==> src/rtl/tinyriscv_pkg.sv <==
// Shared types and constants for the tinyriscv core: bus widths, write-enable
// encoding and the decode-to-execute pipeline packet.
package tinyriscv_pkg;

  localparam int InstBusW     = 32;
  localparam int InstAddrBusW = 32;
  localparam int MemAddrBusW  = 32;
  localparam int RegBusW      = 32;
  localparam int RegAddrBusW  = 5;

  localparam logic WriteEnable  = 1'b1;
  localparam logic WriteDisable = 1'b0;

  localparam logic [InstBusW-1:0] INST_NOP = 32'h00000013;

  typedef struct packed {
    logic [InstBusW-1:0]     inst;
    logic [InstAddrBusW-1:0] inst_addr;
    logic [MemAddrBusW-1:0]  op1;
    logic [MemAddrBusW-1:0]  op2;
    logic                    reg_we;
    logic [RegAddrBusW-1:0]  reg_waddr;
    logic                    csr_we;
    logic [RegBusW-1:0]      csr_rdata;
    logic [MemAddrBusW-1:0]  csr_waddr;
    logic [2:0]              compare;
    logic [RegBusW-1:0]      store_data;
  } id_ex_pkt_t;

  localparam id_ex_pkt_t ID_EX_RESET_PKT = '{inst: INST_NOP, default: '0};

  // An empty slot must never write architectural state; the instruction
  // field optionally becomes a NOP so execute sees a clean bubble.
  function automatic id_ex_pkt_t make_bubble(input id_ex_pkt_t pkt, input logic to_nop);
    id_ex_pkt_t b;
    b        = pkt;
    b.reg_we = ~WriteEnable;
    b.csr_we = ~WriteEnable;
    if (to_nop) b.inst = INST_NOP;
    return b;
  endfunction

endpackage

==> src/rtl/id_ex_pipe_skid_buf.sv <==
// Generic valid/ready pipeline register (module pipe_skid_buf) with an optional
// second skid entry selected by SKID; hold freezes it, flush empties it.
module pipe_skid_buf #(
  parameter int               WIDTH     = 1,
  parameter logic [WIDTH-1:0] RESET_VAL = '0,
  parameter bit               SKID      = 1'b0
) (
  input  logic             clk,
  input  logic             rst_n,
  input  logic             hold,
  input  logic             flush,
  input  logic             in_valid,
  output logic             in_ready,
  input  logic [WIDTH-1:0] in_data,
  output logic             out_valid,
  input  logic             out_ready,
  output logic [WIDTH-1:0] out_data
);

  logic up;
  logic down;

  assign up   = in_valid & in_ready & ~hold & ~flush;
  assign down = out_valid & out_ready & ~hold;

  generate
    if (SKID) begin : g_skid
      logic [WIDTH-1:0] skid_data;
      logic             skid_empty;

      // Upstream ready is the registered "skid empty" flag, so decode never
      // sees a combinational path from execute's ready.
      assign in_ready = skid_empty;

      always_ff @(posedge clk or negedge rst_n) begin
        if (!rst_n) begin
          out_valid  <= 1'b0;
          out_data   <= RESET_VAL;
          skid_data  <= RESET_VAL;
          skid_empty <= 1'b1;
        end else if (flush) begin
          out_valid  <= 1'b0;
          skid_empty <= 1'b1;
        end else if (down && !skid_empty) begin
          out_data   <= skid_data;
          skid_empty <= 1'b1;
        end else if (down || !out_valid) begin
          if (up) out_data <= in_data;
          out_valid <= up;
        end else if (up) begin
          skid_data  <= in_data;
          skid_empty <= 1'b0;
        end
      end
    end else begin : g_single
      assign in_ready = ~out_valid | out_ready;

      always_ff @(posedge clk or negedge rst_n) begin
        if (!rst_n) begin
          out_valid <= 1'b0;
          out_data  <= RESET_VAL;
        end else if (flush) begin
          out_valid <= 1'b0;
        end else if (up) begin
          out_data  <= in_data;
          out_valid <= 1'b1;
        end else if (down) begin
          out_valid <= 1'b0;
        end
      end
    end
  endgenerate

endmodule

==> src/rtl/id_ex_pipe.sv <==
// Decode-to-execute pipeline stage with hold, jump flush and bubble insertion.
// Define ID_EX_SKID_EN to add a skid entry and register the upstream ready.
module id_ex_pipe
  import tinyriscv_pkg::*;
#(
  parameter bit FLUSH_TO_NOP = 1'b1
) (
  input  logic                    clk,
  input  logic                    rst_n,
  input  logic                    id_valid_i,
  output logic                    id_ready_o,
  input  logic [InstBusW-1:0]     inst_i,
  input  logic [InstAddrBusW-1:0] inst_addr_i,
  input  logic [MemAddrBusW-1:0]  op1_i,
  input  logic [MemAddrBusW-1:0]  op2_i,
  input  logic                    reg_we_i,
  input  logic [RegAddrBusW-1:0]  reg_waddr_i,
  input  logic                    csr_we_i,
  input  logic [RegBusW-1:0]      csr_rdata_i,
  input  logic [MemAddrBusW-1:0]  csr_waddr_i,
  input  logic [2:0]              compare_i,
  input  logic [RegBusW-1:0]      store_data_i,
  input  logic                    hold_i,
  input  logic                    flush_i,
  output logic                    ex_valid_o,
  input  logic                    ex_ready_i,
  output logic [InstBusW-1:0]     inst_o,
  output logic [InstAddrBusW-1:0] inst_addr_o,
  output logic [MemAddrBusW-1:0]  op1_o,
  output logic [MemAddrBusW-1:0]  op2_o,
  output logic                    reg_we_o,
  output logic [RegAddrBusW-1:0]  reg_waddr_o,
  output logic                    csr_we_o,
  output logic [RegBusW-1:0]      csr_rdata_o,
  output logic [MemAddrBusW-1:0]  csr_waddr_o,
  output logic [2:0]              compare_o,
  output logic [RegBusW-1:0]      store_data_o
);

`ifdef ID_EX_SKID_EN
  localparam bit SKID_EN = 1'b1;
`else
  localparam bit SKID_EN = 1'b0;
`endif

  localparam int PKT_W = $bits(id_ex_pkt_t);

  id_ex_pkt_t in_pkt;
  id_ex_pkt_t q_pkt;
  id_ex_pkt_t out_pkt;

  assign in_pkt = '{
    inst:       inst_i,
    inst_addr:  inst_addr_i,
    op1:        op1_i,
    op2:        op2_i,
    reg_we:     reg_we_i,
    reg_waddr:  reg_waddr_i,
    csr_we:     csr_we_i,
    csr_rdata:  csr_rdata_i,
    csr_waddr:  csr_waddr_i,
    compare:    compare_i,
    store_data: store_data_i
  };

  pipe_skid_buf #(
    .WIDTH     (PKT_W),
    .RESET_VAL (ID_EX_RESET_PKT),
    .SKID      (SKID_EN)
  ) u_buf (
    .clk       (clk),
    .rst_n     (rst_n),
    .hold      (hold_i),
    .flush     (flush_i),
    .in_valid  (id_valid_i),
    .in_ready  (id_ready_o),
    .in_data   (in_pkt),
    .out_valid (ex_valid_o),
    .out_ready (ex_ready_i),
    .out_data  (q_pkt)
  );

  // The stored payload is left untouched when the slot empties; only the
  // presented copy is turned into a bubble, so write enables can never leak.
  assign out_pkt = ex_valid_o ? q_pkt : make_bubble(q_pkt, FLUSH_TO_NOP);

  assign inst_o       = out_pkt.inst;
  assign inst_addr_o  = out_pkt.inst_addr;
  assign op1_o        = out_pkt.op1;
  assign op2_o        = out_pkt.op2;
  assign reg_we_o     = out_pkt.reg_we;
  assign reg_waddr_o  = out_pkt.reg_waddr;
  assign csr_we_o     = out_pkt.csr_we;
  assign csr_rdata_o  = out_pkt.csr_rdata;
  assign csr_waddr_o  = out_pkt.csr_waddr;
  assign compare_o    = out_pkt.compare;
  assign store_data_o = out_pkt.store_data;

endmodule

==> config.mk <==
export PLATFORM = sky130hd
export DESIGN_NAME = id_ex_pipe
export DESIGN_NICKNAME = d
export VERILOG_FILES = /design/src/rtl/tinyriscv_pkg.sv /design/src/rtl/id_ex_pipe_skid_buf.sv /design/src/rtl/id_ex_pipe.sv
export SDC_FILE = /design/constraint.sdc
export NUM_CORES = 1
export LEC_CHECK = 0
export CAP_MARGIN = 20
export CORE_MARGIN = 3
export CORE_UTILIZATION = 35
export DETAILED_ROUTE_END_ITERATION = 6
export GPL_TIMING_DRIVEN = 0
export MAX_ROUTING_LAYER = met4
export PLACE_DENSITY = 0.73
export SYNTH_ARGS = -nofsm -noshare
export SYNTH_HDL_FRONTEND = slang
export SYNTH_SLANG_ARGS = --single-unit
==> constraint.sdc <==
create_clock -name clk -period 1.6 [get_ports clk]
set_input_delay 0.32 -clock clk [delete_from_list [all_inputs] [get_ports clk]]
set_output_delay 0.32 -clock clk [all_outputs]
set_load 0.03 [all_outputs]
==> run metrics, run 1 <==
status complete, but fails checks; failing checks negative setup slack; sequential power share 0.349; clock group share of total power 0.298; Rows 64; Slew HR 0.597; cell taking the most area after synthesis dfrtp_1; most frequent cells in the layout buf_4 (244), clkdlybuf4s50_1 (238), dfrtp_1 (231); Comb power frac 0.354; Total Power approximately 23 mW; clock slew at reported path FFs approximately 60 ps; Pleak 8.13 nW; P_int roughly 15 mW; highest clock rate around 0.54 GHz; Post-Syn Area 11,100 sq um; syn avg cell area 15.1 sq um; root buffer cell clkbuf_16; Total Negative Setup Slacks -55,450 ps; share of the synthesized area in the top cell type 0.521; RSZ-0062 raised after global routing yes; initial antenna violation count 0; fin. max-slew vios 0; Tmin final ~1900 ps; CP max stage cell dfrtp_2; Total Wirelength ~32,000 um; final setup violation count 270; die span in y roughly 180 um; final hold violations 0; WP data required between 2000 and 2500 ps; Die W between 150 and 200 um; YS warnings 0; vias in the first global route roughly 8,000; WP data arrival between 2000 and 2500 ps; vias per cell 4.30; antenna viol nets, final 0; measured slew at the worst slew-check pin roughly 600 ps; WL per Instance roughly 19 um; clk sinks around 240; first-pass GRT wire length ~47,000 um; Setup Skew about 13 ps; Post-Synthesis Cells 738; fin worst setup slack -255 ps; die area between 30,000 and 40,000 sq um; core area 31,000 sq um; crit path kind reg2reg; initial core utilization 0.359; max incr delay on CP ~460 ps; Num CTS Buffers 28; grt total ovfl 0; Hold Crit Class in2async; Buffers on Ports roughly 480; switching part of the total 0.317; #FFs+latches synth ~240; DP Worst Slack -585 ps; Switch Pwr just over 7 mW; number of H-tree levels 1; drt first pass iters 4; Area Overhead vs Synth 52.7%; peak supply drop roughly 900 uV; vias post-DR approximately 7,300; HPWL after DPL between 20,000 and 25,000 um; CTS tree built; Crit Path Max Fanout 10; Seq/Total Area, Yosys 0.528; commonest non-fill, non-tap cell in the layout buf_4; drt initial violations 246; GP Congestion around 0.76; pwr dens around 1300 nW/um^2; layout cells sized above 1 0.604; Tcrit/Tclk final 1.16; DRC viols 0; Post-DP Area about 17,000 sq um; Unique masters post-synth 16; CP most frequent cell buf_6; I/O Pins roughly 480; layout net count ~1,500; Crit. End Element flop; top post-synthesis cells by area dfrtp_1 (52%), mux2_4 (22%), buf_4 (13%), mux2_2 (7.5%), buf_6 (1.9%); Fin Hold WS about 270 ps; gr usage total 0.182; Max-Cap Viols 0; CP cell instances buf_6 > nand2b_4 > nor3b_4 > buf_6 > clkbuf_16 > buf_12 > mux2_4; final instance area approximately 17,000 sq um; CP startpoint kind flop; worst skew pair latency around 540 ps; clock buffer depth 3; Syn Nets between 900 and 1,000; pin count of the biggest net entering global routing around 110
worst max-delay path: cells and delay by family (launching register included):
family | cells | cell delay, ps
AND/OR/NAND/NOR | 2 | 270
buffers and inverters | 4 | 680
flip-flops | 1 | 460
multiplexers | 1 | 300
kinds of logic (layout without fill, tap and decap cells):
kind of cell | count (synthesis) | after routing | synth area share
AO/OA/AOI/OAI | 2 | 2 | 0.000898
buffers and inverters | 230 | 781 | 0.159
other | 0 | 1 | 0
AND/OR/NAND/NOR | 37 | 37 | 0.0217
flip-flops | 235 | 235 | 0.528
multiplexers | 234 | 234 | 0.291
cells in the mapped netlist, drive strengths merged:
library cell and count:
buf 226, inv 1, dfstp 3, or2b 1, a21oi 1, and2 31, clkbuf 3, mux2 234
o21ai 1, nand2b 4, dfrtp 232, nor3b 1
state kept, by name (all words and copies together), names as in the netlist:
signal,flops
u_buf.out_data,234
u_buf.out_valid,1
final timing paths:
check / startpoint / end / slack [ps] / cells past startpoint
min in group clk: csr_waddr_i[2] / u_buf.out_data[37] / 390 / 2
hold / removal: rst_n / u_buf.out_data[134] / 270 / 2
setup reg to reg: u_buf.out_valid / u_buf.out_data[91] / -250 / 7
hold reg to reg: u_buf.out_data[226] / u_buf.out_data[226] / 500 / 1
max in group asynchronous: rst_n / u_buf.out_valid / 450 / 3
setup / recovery: u_buf.out_valid / u_buf.out_data[91] / -250 / 7
cell type report:
class / instances / area, sq um
clock inverter: 15 / 196
tap: 396 / 495
antenna: 1 / 2.50
sequential: 235 / 5890
inverter: 1 / 3.75
fill: 2613 / 14000
buffer: 229 / 2030
multi-input combinational: 273 / 3500
clock buffer: 37 / 786
timing repair buffer: 499 / 4110
repair_timing:
action                                   CTS  global route
endpoints found under the hold margin     33             0
gates cloned                               0             8
hold buffers                               1             0
resized for setup                       1258            50
endpoints found under the setup margin   470           276
setup buffers                              6             7
pin swaps                                  0             1
power groups by stage:
stage	registers [mW]	logic [mW]	clock network (mW)
floorplan	7.73	5.66	0
global placement	7.92	8.82	0
detailed placement	7.95	8.90	0
CTS	7.88	7.97	6.95
global route	8.04	8.43	7.16
finish	7.87	7.99	6.73
routing by layer:
metal,share of wire,GRT usage,routed length [um],up-vias
met5,0,-,0,-
met4,0.034,0.0575,1060,0
met3,0.082,0.0497,2600,58
met2,0.50,0.310,15800,307
met1,0.38,0.209,12100,3537
li1,-,-,-,3350
through the flow:
stage | instances | utilization
finish | 1686 | 0.549
global route | 1685 | 0.549
CTS | 1670 | 0.537
detailed placement | 1611 | 0.533
global placement | 1609 | 0.531
floorplan | 738 | -
Power figures use the tool's default switching activity.
==> run 2: changes to the inputs <==
- GPL_TIMING_DRIVEN: 0 -> default
==> run 2 against run 1 <==
First-iteration DRC count shrank 40%. Sequential share of layout area shrank 0.18 points. Critical path depth is the same. Critical endpoint is now u_buf.out_data[53]. Largest power group is now sequential cells. Sequential cell count is the same. Critical path type unchanged. The run still ends with negative setup slack left. Die area is the same. Routed wire length shrank 1.7%. Clock power grew 2%. Non-clock buffer count shrank 190. Total power shrank 1.7%. Hold slack gained 19 ps.
==> run metrics, run 2 (synthesis gave the netlist of run 1 again) <==
Crit. End Element flop; reg2reg setup slack -270 ps; crit path kind reg2reg; final setup violation count 270; crit path from u_buf.out_valid; first-pass GRT wire length between 40,000 and 50,000 um; vias post-DR ~6,700; GP Congestion approximately 0.79; Rows between 60 and 70; final hold violations 0; Max-Cap Viols 0; clk sinks 235; commonest non-fill, non-tap cell in the layout clkdlybuf4s50_1; pin count of the biggest net entering global routing 60; fin. max-slew vios 0; clock slew at reported path FFs roughly 60 ps; initial core utilization 0.359; initial antenna violation count 0; Layout Cells excl Fill about 1,500; drt initial violations roughly 150; CP cell instances buf_6 > nand2b_4 > nor3b_4 > buf_12 > buf_16 > buf_12 > mux2_2; Top Registers u_buf.out_data: 234 flops, u_buf.out_valid: 1 flops; most frequent cells in the layout clkdlybuf4s50_1 (238), dfrtp_1 (231), mux2_4 (199); Slew HR 0.768; failing checks negative setup slack; CTS tree built; CP startpoint kind flop; status complete, but fails checks; DP Cell Count ~1,400; Buffers on Ports between 400 and 500; number of H-tree levels 1; vias in the first global route roughly 7,400; layout cells sized above 1 0.556; root buffer cell clkbuf_16; antenna viol nets, final 0; HPWL after DPL 21,400 um; gr usage total 0.169; DR WL met2 ~16,000 um; max reg flops 234; Area Overhead vs Synth 53.5%; Num CTS Buffers 28; I/O Pins about 480; measured slew at the worst slew-check pin 347 ps; grt total ovfl 0; met3 WL post-DR about 2400 um; drt first pass iters 4; Total Power ~22 mW; clock buffer depth 3; Total Wirelength a little over 30,000 um; Tmin final about 1900 ps; pwr dens approximately 1300 nW/um^2; die area between 30,000 and 40,000 sq um; CP most frequent cell buf_12; WL per Instance roughly 21 um; die span in y 184 um; Die W 184 um; core area between 30,000 and 40,000 sq um; vias per cell between 4 and 5; Setup Skew 9.81 ps; RSZ-0062 raised after global routing yes; WP data required a little over 2000 ps; Tcrit/Tclk final 1.17; Top Metal Used met4; final antenna diode count 0; DRC viols 0; WP data arrival about 2300 ps; CP max stage cell dfrtp_2; Hold Crit Class in2async; Biggest register u_buf.out_data; fin worst setup slack -272 ps; layout net count between 1,000 and 1,500; r2r startpoint u_buf.out_valid; Pleak about 7.6 nW; max incr delay on CP ~470 ps; Crit Path Max Fanout 16; met1 WL between 10,000 and 15,000 um; highest clock rate ~0.53 GHz; worst skew pair latency 530 ps; peak supply drop 852 uV
-- run 2: cell types whose count changed in the layout (fill, tap and decap cells not counted), moves of 7 or more --
| cell | change |
|---|---|
| and2_1 | -20 |
| buf_12 | -14 |
| buf_6 | +25 |
| buf_2 | -174 |
| mux2_4 | +39 |
| buf_16 | +7 |
| clkdlybuf4s15_2 | +181 |
| buf_8 | +10 |
| and2_4 | +20 |
| buf_4 | -228 |
| mux2_2 | -39 |
-- run 2: routing by layer --
metal,track usage,up-vias
li1,-,2966
met1,0.191,3336
met2,0.289,308
met3,0.0489,59
met4,0.0565,0
met5,-,-
-- run 2: per-stage QoR --
stage	hold slack, ps	setup slack, ps	utilization	instance area, sq um	TNS, ps
after floorplan	24.4	-122	-	11200	-23900
after global placement	237	-539	0.484	15000	-118580
after detailed placement	239	-575	0.484	15000	-124950
after CTS	254	-289	0.532	16500	-61350
after global routing	283	-339	0.552	17100	-76540
final	285	-272	0.552	17100	-58610
-- run 2: cell type report --
type,instances,area [sq um]
Inverter,1,3.75
Fill cell,2457,13900
Clock buffer,36,792
Timing Repair Buffer,538,6000
Tap cell,396,495
Clock inverter,16,219
Multi-Input combinational cell,273,3710
Sequential cell,235,5890
-- run 2: path summary, 6_finish.rpt --
check,depth (start not counted),endpoint
worst max-delay path,7,u_buf.out_data[53]
worst min-delay path,2,u_buf.out_data[81]
worst max register to register,7,u_buf.out_data[53]
worst min register to register,1,u_buf.out_data[29]
max in group asynchronous,3,u_buf.out_data[142]
min in group clk,2,u_buf.out_data[102]
-- run 2: worst max-delay path: cells and delay by family (launching register included) --
| kind | cells | cell delay [ps] |
|---|---|---|
| flip-flops | 1 | 470 |
| buffers and inverters | 4 | 660 |
| AND/OR/NAND/NOR | 2 | 260 |
| multiplexers | 1 | 350 |
-- run 2: report_power, final --
group / internal [mW] / leakage [nW] / total [mW] / switching [mW]
Clock: 4.30 / 0.501 / 6.89 / 2.59
Combinational: 3.73 / 4.28 / 7.36 / 3.64
Sequential: 7.18 / 2.78 / 7.95 / 0.767
-- run 2: repair_timing --
item | 4_1_cts | 5_1_grt
cloned | 2 | 13
setup endpoints to repair | 460 | 279
setup buffers | 4 | 4
hold buffers | 1 | 0
endpoints found under the hold margin | 83 | 0
resized for setup | 664 | 106
==> run 3: changes to the inputs <==
- CORE_AREA: default -> 3 3 184 186
- CORE_MARGIN: 3 -> default
- CORE_UTILIZATION: 35 -> default
- DIE_AREA: default -> 0 0 187 189
- PLACE_DENSITY: 0.73 -> 0.71
==> run 3 against run 2 <==
The flow still finishes with violations (negative setup slack). Critical path depth increased by 1. Sequential power barely moved. Cell area up 1.4%. Register-to-register slack got worse by 20 ps. Clock power decreased by 9.0%. Clock skew is 6.3 ps higher. First-iteration DRC count grew 41%. Die area up 4.0%. Utilization decreased by 1.7 points. Routed wire length increased by 3.7%. Via count is 2.0% higher. Sequential cell count unchanged.
==> run metrics, run 3 (synthesis gave the netlist of run 1 again) <==
status complete, but fails checks; failing checks negative setup slack; highest clock rate approximately 0.53 GHz; Pleak around 7.7 nW; CTS tree built; core area about 32,000 sq um; max reg flops about 230; die area around 35,000 sq um; DR WL met2 around 17,000 um; Tmin final 1900 ps; WP data arrival 2320 ps; met1 WL 12,700 um; WP data required 2020 ps; WL per Instance ~21 um; Hold Crit Class in2async; Crit. End Element flop; final setup violation count 270; CP max stage cell dfrtp_2; clock buffer depth 3; worst skew pair latency 540 ps; Slew HR 0.683; Worst Path Buf+Inv 5; Rows 66; gr usage total 0.169; Biggest register u_buf.out_data; Tcrit/Tclk final 1.19; vias per cell 4.38; number of H-tree levels 1; initial core utilization 0.343; RSZ-0062 raised after global routing yes; critical path's top delay family buffers and inverters; first-pass GRT wire length between 40,000 and 50,000 um; Max-Cap Viols 0; GP Congestion between 0.7 and 0.8; Crit Path Max Fanout 8; initial antenna violation count 0; # fillers around 2,700; CP most frequent cell buf_6; Die W between 150 and 200 um; max incr delay on CP about 450 ps; most frequent cells in the layout clkdlybuf4s50_1 (238), dfrtp_1 (231), mux2_4 (206); drt initial violations 208; pin count of the biggest net entering global routing 46; root buffer cell clkbuf_16; vias in the first global route 7,541; Setup Skew about 16 ps; CP cell instances buf_6 > nand2b_4 > nor3b_4 > buf_6 > buf_16 > buf_12 > clkbuf_16 > mux2_2; Fin Hold WS approximately 310 ps; measured slew at the worst slew-check pin about 480 ps; Top Registers u_buf.out_data: 234 flops, u_buf.out_valid: 1 flops; Area Overhead vs Synth 55.7%; final antenna diode count 0; final hold violations 0; Total Power about 22 mW; layout net count ~1,300; Top Metal Used met4; die span in y between 150 and 200 um; fin worst setup slack -297 ps; grt total ovfl 0; vias post-DR around 6,800; clk sinks 235; Num CTS Buffers 27; CP startpoint kind flop; pwr dens 1250 nW/um^2; commonest non-fill, non-tap cell in the layout clkdlybuf4s50_1; I/O Pins ~480; drt first pass iters 4; met3 WL post-DR 2140 um; peak supply drop between 800 and 900 uV; HPWL after DPL ~22,000 um; Buffers on Ports roughly 480; fin. max-slew vios 0; crit path kind reg2reg; antenna viol nets, final 0; layout cells sized above 1 0.567; clock slew at reported path FFs approximately 60 ps; Total Wirelength about 32,000 um; DRC viols 0
[run 3: changes by cell type in the layout (fill, tap and decap cells not counted), moves of 4 or more]
cell / delta
and2_1: -8
and2_4: +8
buf_12: +8
buf_2: +8
buf_8: -8
clkdlybuf4s15_2: -7
mux2_2: -7
mux2_4: +7
buf_4: +5
clkbuf_16: +4
[run 3: timing repair]
| action | CTS | global route |
|---|---|---|
| endpoints found under the hold margin | 33 | 0 |
| setup endpoints to repair | 463 | 282 |
| buffers inserted | 6 | 12 |
| hold buffers | 1 | 0 |
| cloned | 4 | 20 |
| resized for setup | 700 | 103 |
| pin swaps | 0 | 0 |
[run 3: metal layers]
| metal | vias up | track usage |
|---|---|---|
| met5 | - | - |
| met4 | 0 | 0.0378 |
| met3 | 54 | 0.0433 |
| met2 | 297 | 0.291 |
| met1 | 3455 | 0.200 |
| li1 | 2997 | - |
[run 3: path summary, 6_finish.rpt]
path,slack [ps],to,cells past startpoint,from
max,-300,u_buf.out_data[23],8,u_buf.out_valid
min,310,u_buf.out_data[122],2,rst_n
max reg2reg,-300,u_buf.out_data[23],8,u_buf.out_valid
min reg2reg,510,u_buf.out_data[0],1,u_buf.out_data[0]
max in group asynchronous,590,u_buf.out_data[203],3,rst_n
min in group clk,390,u_buf.out_data[85],2,csr_rdata_i[18]
[run 3: metrics by stage]
stage / TNS [ps] / utilization / cell area [sq um] / std cells / setup slack (ps)
after global placement: -129140 / 0.465 / 15100 / 1465 / -594
after CTS: -55040 / 0.512 / 16600 / 1526 / -308
after detailed placement: -128300 / 0.465 / 15100 / 1465 / -595
after global routing: -69390 / 0.534 / 17300 / 1553 / -354
final: -55670 / 0.534 / 17300 / 1553 / -297
after floorplan: -23900 / - / 11200 / 738 / -122
[run 3: layout make-up]
cell class	instances	area, sq um	share of cell area
repair buffers	552	6230	0.359
clock inverters	12	126	0.00729
flip-flops and latches	235	5890	0.339
inverters	1	3.75	0.000216
multi-input cells	273	3750	0.216
well taps	442	553	0.0319
clock buffers	38	787	0.0454
[run 3: power breakdown]
group | internal (mW) | switching [mW] | leakage [nW]
Clock | 3.75 | 2.51 | 0.449
Sequential | 7.18 | 0.768 | 2.78
Combinational | 3.79 | 3.68 | 4.44
